`src/rtl/dram_slot_sched_pkg.sv`:
```
// Shared types for the DRAM slot scheduler: slot owner encoding and the
// command word handed to the RAS/CAS sequencer.
package dram_slot_sched_pkg;
  localparam int DRAM_AW = 21;
  localparam int DRAM_DW = 16;

  typedef enum logic [1:0] {
    OWN_IDLE = 2'd0,
    OWN_CPU  = 2'd1,
    OWN_VID  = 2'd2,
    OWN_RFSH = 2'd3
  } owner_e;

  typedef struct packed {
    logic               rfsh;
    logic               rnw;
    logic [DRAM_AW-1:0] addr;
    logic [1:0]         bsel;
    logic [DRAM_DW-1:0] wrdata;
  } dc_cmd_t;
endpackage

```
`src/rtl/dram_rfsh_timer.sv`:
```
// Refresh interval timer with a saturating count of refreshes still owed.
module dram_rfsh_timer #(
  parameter int RFSH_PERIOD = 438,
  parameter int RFSH_URGENT = 4
) (
  input  logic       fclk,
  input  logic       rst,
  input  logic       rfsh_grant,
  output logic [2:0] pending,
  output logic       urgent
);
  localparam int TW = (RFSH_PERIOD > 1) ? $clog2(RFSH_PERIOD) : 1;

  logic [TW-1:0] timer;
  logic          tick;

  assign tick   = (timer == TW'(RFSH_PERIOD - 1));
  assign urgent = (pending >= 3'(RFSH_URGENT));

  always_ff @(posedge fclk) begin
    if (rst) begin
      timer   <= '0;
      pending <= '0;
    end else begin
      timer <= tick ? '0 : timer + TW'(1);
      // a tick landing on a grant cancels out
      unique case ({tick, rfsh_grant})
        2'b10:   if (pending != 3'd7) pending <= pending + 3'd1;
        2'b01:   if (pending != 3'd0) pending <= pending - 3'd1;
        default: ;
      endcase
    end
  end
endmodule

```
`src/rtl/dram_slot_sched.sv`:
```
// Fixed-length DRAM slot scheduler: arbitrates CPU, video and refresh at the
// last phase of each slot and issues one sequencer command per owned slot.
module dram_slot_sched
  import dram_slot_sched_pkg::*;
#(
  parameter int SLOT_LEN     = 4,
  parameter int RFSH_PERIOD  = 438,
  parameter int RFSH_URGENT  = 4,
  parameter int CPU_MAX_WAIT = 3
) (
  input  logic                fclk,
  input  logic                rst,
  input  logic                cpu_req,
  input  logic                cpu_rnw,
  input  logic [DRAM_AW-1:0]  cpu_addr,
  input  logic [1:0]          cpu_bsel,
  input  logic [DRAM_DW-1:0]  cpu_wrdata,
  output logic                cpu_ack,
  output logic                cpu_rdstb,
  input  logic                vid_req,
  input  logic [DRAM_AW-1:0]  vid_addr,
  output logic                vid_ack,
  output logic                vid_rdstb,
  output logic                dc_start,
  output logic                dc_rfsh,
  output logic                dc_rnw,
  output logic [DRAM_AW-1:0]  dc_addr,
  output logic [1:0]          dc_bsel,
  output logic [DRAM_DW-1:0]  dc_wrdata,
  input  logic [DRAM_DW-1:0]  dc_rddata,
  output logic [1:0]          slot_owner
);
  localparam int PW = $clog2(SLOT_LEN);
  localparam int WW = $clog2(CPU_MAX_WAIT + 1);

  logic [PW-1:0] phase;
  logic [WW-1:0] cpu_wait;
  logic          last, pre_last, cpu_starved;
  logic [2:0]    pending;
  logic          urgent, rfsh_grant;
  owner_e        owner, winner;
  dc_cmd_t       cmd;

  // read data is wired straight to the requesters; only the strobes come from here
  logic unused_rd;
  assign unused_rd = ^dc_rddata;

  assign last        = (phase == PW'(SLOT_LEN - 1));
  assign pre_last    = (phase == PW'(SLOT_LEN - 2));
  assign cpu_starved = (cpu_wait >= WW'(CPU_MAX_WAIT));
  assign rfsh_grant  = last && (winner == OWN_RFSH);

  dram_rfsh_timer #(.RFSH_PERIOD(RFSH_PERIOD), .RFSH_URGENT(RFSH_URGENT)) u_rt (
    .fclk(fclk), .rst(rst), .rfsh_grant(rfsh_grant), .pending(pending), .urgent(urgent)
  );

  always_comb begin
    winner = OWN_IDLE;
    if (urgent)                     winner = OWN_RFSH;
    else if (cpu_req && cpu_starved) winner = OWN_CPU;
    else if (vid_req)               winner = OWN_VID;
    else if (cpu_req)               winner = OWN_CPU;
    else if (pending != 3'd0)       winner = OWN_RFSH;
  end

  always_ff @(posedge fclk) begin
    if (rst) begin
      phase     <= '0;
      owner     <= OWN_IDLE;
      cpu_wait  <= '0;
      cmd       <= '0;
      dc_start  <= 1'b0;
      cpu_ack   <= 1'b0;
      vid_ack   <= 1'b0;
      cpu_rdstb <= 1'b0;
      vid_rdstb <= 1'b0;
    end else begin
      phase     <= last ? '0 : phase + PW'(1);
      dc_start  <= 1'b0;
      cpu_ack   <= 1'b0;
      vid_ack   <= 1'b0;
      cpu_rdstb <= pre_last && (owner == OWN_CPU) && cmd.rnw;
      vid_rdstb <= pre_last && (owner == OWN_VID);
      if (last) begin
        owner    <= winner;
        dc_start <= (winner != OWN_IDLE);
        if (cpu_req && winner != OWN_CPU)
          cpu_wait <= cpu_starved ? cpu_wait : cpu_wait + WW'(1);
        else
          cpu_wait <= '0;
        // idle slots keep the previous command on the bus
        unique case (winner)
          OWN_CPU: begin
            cmd     <= '{rfsh: 1'b0, rnw: cpu_rnw, addr: cpu_addr, bsel: cpu_bsel, wrdata: cpu_wrdata};
            cpu_ack <= 1'b1;
          end
          OWN_VID: begin
            cmd     <= '{rfsh: 1'b0, rnw: 1'b1, addr: vid_addr, bsel: 2'b11, wrdata: '0};
            vid_ack <= 1'b1;
          end
          OWN_RFSH: cmd <= '{rfsh: 1'b1, default: '0};
          default:  ;
        endcase
      end
    end
  end

  assign dc_rfsh    = cmd.rfsh;
  assign dc_rnw     = cmd.rnw;
  assign dc_addr    = cmd.addr;
  assign dc_bsel    = cmd.bsel;
  assign dc_wrdata  = cmd.wrdata;
  assign slot_owner = owner;
endmodule

```
`config.mk`:
```
export PLATFORM = sky130hd
export DESIGN_NAME = dram_slot_sched
export DESIGN_NICKNAME = d
export VERILOG_FILES = /design/src/rtl/dram_slot_sched_pkg.sv /design/src/rtl/dram_rfsh_timer.sv /design/src/rtl/dram_slot_sched.sv
export SDC_FILE = /design/constraint.sdc
export NUM_CORES = 1
export LEC_CHECK = 0
export CAP_MARGIN = 20
export CORE_MARGIN = 10
export CORE_UTILIZATION = 43
export DETAILED_ROUTE_END_ITERATION = 10
export GPL_ROUTABILITY_DRIVEN = 0
export PLACE_DENSITY = 0.95
export SYNTH_ARGS = -nofsm -noshare
export SYNTH_HDL_FRONTEND = slang
export SYNTH_SLANG_ARGS = --single-unit
```
`constraint.sdc`:
```
create_clock -name fclk -period 4.8 [get_ports fclk]
set_input_delay 0.96 -clock fclk [delete_from_list [all_inputs] [get_ports fclk]]
set_output_delay 0.96 -clock fclk [all_outputs]
set_load 0.01 [all_outputs]
```
Word-level counts from Yosys, hierarchy flattened. Index checks and enable logic that the tools add are counted.

$lt $le $gt $ge: 2. Shift-type cells: 0. Mux-type cells: 13. Bitwise operators: 1. Equal/unequal tests: 15. $add $sub $neg: 5. Multiply operators: 0. Reduce and logical (&&, ||, !) cells: 16. Div/mod/pow operators: 0.

Operators with widths (count): case mux 41 bit (3 select lines) (1); two-way mux 2 bit (7); equality test 2 bit, second input constant (6); adder 9 x 1 -> 9 bit, second input constant (1); equality test 9 bit, second input constant (1); equality test 2 x 1 -> 1 bit, second input constant (3); logical AND 1 bit (6); two-way mux 3 bit (2); case mux 3 bit (2 select lines) (1); nonzero test 3 bit (2); OR reduction 2 bit (3); adder 2 x 1 -> 2 bit, second input constant (2); inequality test 2 x 1 -> 1 bit, second input constant (2); inequality test 2 bit, second input constant (2); AND reduction 2 bit (2); nonzero test 2 bit (2); adder 3 x 1 -> 3 bit, second input constant (1); >= comparator 3 bit, second input constant (1); inequality test 3 bit, second input constant (1); AND reduction 3 bit (1); subtractor 3 x 1 -> 3 bit, second input constant (1); >= comparator 2 bit, second input constant (1); two-way mux 1 bit (2); NOT 1 bit (1).

Input port bits: 81. Memory bits (read-only): 0. Register bits: 64. Memories: 0. Word-level logic and storage cells: 67. Latch bits: 0. Memory bits (writable): 0.

Longest topological paths before layout.
Depth after elaboration: 11. Mapped depth: 8. Depth with buffers taken out: 8.

Hierarchy. Synthesis repeated with hierarchy kept, for this count alone.

Cells, all modules: 288. Area total of the unflattened synthesis: 2740.1 um^2.

By module, submodules not included: dram_slot_sched (cells an instance 214, area each 2099.5 um^2, times used 1); dram_rfsh_timer (cells an instance 74, area each 640.6 um^2, times used 1).

Worst setup path after synthesis. No wires, ideal clock.

Kind: in2reg. Start point: in cpu_req. End point: reg u_rt.pending[2]. Data required time: 4.677 ns. Setup time: 0.123 ns. Data arrival time: 2.440 ns. Path buffers: 1. Stages on the path: 6. Setup slack: 2.236 ns. Path through: buf_2 > o31ai_2 > nand3_1 > fa_1 > mux2i_1 > mux2_1.

Cells in the longest elaborated chain, start to end: 9.

Ends and longest elaborated chain: from (decl) (RTL line dram_slot_sched.sv:13) `input logic cpu_req,`; two-way mux 2 bit (RTL line dram_slot_sched.sv:62) `else if (cpu_req) winner = OWN_CPU;`; two-way mux 2 bit (RTL line dram_slot_sched.sv:61) `else if (vid_req) winner = OWN_VID;`; two-way mux 2 bit (*) (RTL line dram_slot_sched.sv:60) `else if (cpu_req && cpu_starved) winner = OWN_CPU;`; two-way mux 2 bit (*) (RTL line dram_slot_sched.sv:59) `if (urgent) winner = OWN_RFSH;`; equality test 2 bit (*) (RTL line dram_slot_sched.sv:51) `assign rfsh_grant = last && (winner == OWN_RFSH);`; logical AND 1 bit (*) (RTL line dram_slot_sched.sv:51); equality test 2 bit or equality test 2 x 1 -> 1 bit (tied branches) (RTL line dram_rfsh_timer.sv:27) `unique case ({tick, rfsh_grant})`; inequality test 2 x 1 -> 1 bit (no line), or another cell as far along; AND reduction 3 bit (no line); to (signal assigned) (RTL line dram_rfsh_timer.sv:28) `2'b10: if (pending != 3'd7) pending <= pending + 3'd1;`; to (signal assigned) (RTL line dram_rfsh_timer.sv:29) `2'b01: if (pending != 3'd0) pending <= pending - 3'd1;`; to (decl) (RTL line dram_rfsh_timer.sv:9) `output logic [2:0] pending,`.

Mark *: on every way between the ends. The rest lies on a longest branch, timed or not. A chain may end at the register's enable or synchronous reset.

Final worst setup path. Ends and elaborated chain as after synthesis.

==> results_dict.tcl <==
set metrics [dict create \
    setup-tns-final_ps 0 \
    port_buffers 112 \
    post-route-drc-count 0 \
    critPathMaxFanout 10 \
    htreeDepth 3 \
    relSlewSlack_pct 32.0 \
    p_leak_uw 0.00143 \
    setup_viol 0 \
    pwr-share-seq_pct 49.6 \
    synth_cell_types 45 \
    grt_overflow_total 0 \
    swShare_pct 26.8 \
    core_area_sq_mm 0.00596 \
    cts.path.max_buffers 2 \
    grt_max_degree 39 \
    root_buffer "clkbuf_8" \
    wl_met3_um 684 \
    synth_fp_nets 355 \
    wl_met1_um 3410 \
    cts_resized 0 \
    cts_hold_buf 0 \
    fmaxAchievable_ghz 0.349 \
    p_int_uw 829 \
    drive_gt1_share_pct 8.47 \
    cts_setup_buffers 0 \
    timing.final.crit_share_pct 59.7 \
    timing.final.crit_period_ps 2870 \
    cp.required_ps 5030 \
    synth_flop_cell "dfxtp_1" \
    synth_seq_area_share_pct 48.5 \
    drv_cap 0 \
    cts_tree "done" \
    timing.final.ws_setup_ps 1930 \
    antenna_found_initial 0 \
    initial_utilization_pct 44.3 \
    nets 460 \
    wl_per_cell_um 19.0 \
    highest_layer "met4" \
    start_kind "primary input" \
    hpwl_um 6430 \
    endpoint_kind "flip-flop" \
    yosys_warnings 0 \
    antenna_cells 0 \
    netSwitchingPower_uw 304 \
    grt_first_pass_wirelength_um 13400 \
    die_h_um 98.4 \
    grt_pass1_vias 2570 \
    timing_hold_violations_final 0 \
    worstPathArrival_ps 3100 \
    ys_seq_elements 64 \
    worst_slew_pin_slew_ps 1020 \
    fin_skew_ps 11.9 \
    wl_met2_um 4280 \
    clk_latency_ps 350 \
    syn-cell-area_sq_mm 0.00264 \
    crit_type "primary input to flip-flop" \
    power_frac_comb_pct 14.4 \
    holdCritPathClass "flip-flop to flip-flop" \
    synthArstFlopShare_pct 0 \
    power_frac_clock_pct 36.0 \
    place_ws_ps 1590 \
    totalWireLength_um 8600 \
    rsz0062_at_grt "no" \
    ant_nets 0 \
    syn_avg_cell_area_sq_um 9.85 \
    via_per_inst 5.56 \
    dr.first_iter.drc_count 96 \
    io_pins 129 \
    fp.dieW_um 98.4 \
    syn-instance-count 268 \
    dieArea_sq_mm 0.00967 \
    synth_edf_count 0 \
    grtUsageTotal_pct 17.0 \
    status "finished clean" \
    clkSlewWorstSetupHoldPaths_ps 70 \
    syn2layout_area_growth_pct 48.8 \
    num_vias 2518 \
    p_per_area_mw_per_mm2 288 \
    drt_first_pass_iters 4 \
    ir_worst_vdd_uv 153 \
    maxSlewViolCount 0 \
    rows 28 \
    cts_sinks 64 \
    cts_buffers 9 \
]
[cells in the final DEF (no fill, tap or decap), types with 3 or more instances in the layout]
cell type and instances:
a221oi_1 20, clkdlybuf4s50_1 112, a211oi_1 3, inv_1 6, clkbuf_8 9, nand2_1 8, nor3_1 26, nand3_1 4
a22o_1 16, a21oi_1 9, clkinv_2 3, and3_1 3, nor2_1 41, o2bb2ai_1 3, dfxtp_1 64, xnor2_1 5
ha_1 5
[stage by stage]
step	area [sq um]	total power, uW	hold slack, ps	utilization (%)	cells
after global routing	3930	1170	487	66.0	453
after global placement	3760	727	437	63.1	437
after detailed placement	3760	736	449	63.1	437
final	3930	1130	450	66.0	453
after CTS	3930	1140	456	66.0	453
after floorplan	2640	638	427	-	268
[power by group through the flow]
stage          clock (uW)  sequential [uW]  combinational (uW)
2_1_floorplan           0              579                59.2
3_3_place_gp            0              572                 155
3_5_place_dp            0              574                 162
4_1_cts               413              562                 164
5_1_grt               433              564                 176
6_report              407              562                 163
[worst max-delay path, stage by stage]
cell and delay, ps:
clkdlybuf4s50_1 610, o31ai_2 410, nand3_1 180, fa_1 430, mux2i_1 180, mux2_1 330
[cells in the mapped netlist (2+ instances only)]
library cell / instances / share of area [%]
nor3_1: 26 / 4.9
ha_1: 5 / 2.4
and3_1: 3 / 0.71
a211oi_1: 3 / 0.85
nor2_1: 41 / 5.8
buf_4: 2 / 0.57
a221oi_1: 20 / 6.6
dfxtp_1: 64 / 49
nand3_1: 4 / 0.76
clkbuf_1: 4 / 0.57
buf_6: 2 / 0.85
a22o_1: 16 / 5.3
nand2_1: 8 / 1.1
a22oi_1: 2 / 0.57
o2bb2ai_1: 3 / 1.0
xnor2_1: 5 / 1.7
a21oi_1: 9 / 1.7
and2_4: 2 / 0.66
inv_1: 6 / 0.85
nand4b_2: 2 / 1.1
nor4bb_1: 2 / 0.76
o31ai_2: 2 / 0.95
or3_1: 2 / 0.47
nand2b_1: 2 / 0.47
buf_2: 12 / 2.3
xor2_1: 2 / 0.66
[worst paths after layout]
| kind | startpoint | end | slack [ps] | cells past startpoint |
|---|---|---|---|---|
| worst min register to register | phase[0] | phase[0] | 450 | 1 |
| worst max-delay path | cpu_req | u_rt.pending[2] | 1930 | 6 |
| worst max register to register | phase[0] | dc_addr[13] | 2480 | 4 |
| worst min-delay path | phase[0] | phase[0] | 450 | 1 |
[sequential cells by signal, summed over array words and instances, names as in the netlist, 2 cells and up]
name          count
dc_wrdata        16
dc_addr          21
dc_bsel           2
phase             2
slot_owner        2
cpu_wait          2
u_rt.pending      3
u_rt.timer        9
[layout make-up]
type	count	area [sq um]
inverters	6	22.5
well taps	75	93.8
repair buffers	114	1140
fillers	418	2030
multi-input cells	178	1220
clock buffers	9	124
flip-flops and latches	64	1280
clock inverters	7	47.5
[cells by family after synthesis]
group                      count (synthesis)  share of synthesized area, %
xor gates and xnor gates                   7                          2.32
and+or+nand+nor                          102                          20.3
DFF                                       64                          48.5
AOI/OAI and AO/OA                         61                          19.8
buffers and inverters                     26                          5.12
muxes                                      2                         0.806
adders and majority gates                  6                          3.13
[metal layers]
layer	GRT usage, %	vias to the layer above
met5	0	-
met4	7.83	0
met3	5.50	19
met2	29.1	107
met1	18.6	1200
li1	-	1192
Note: power is estimated with default switching activity, not from simulation.
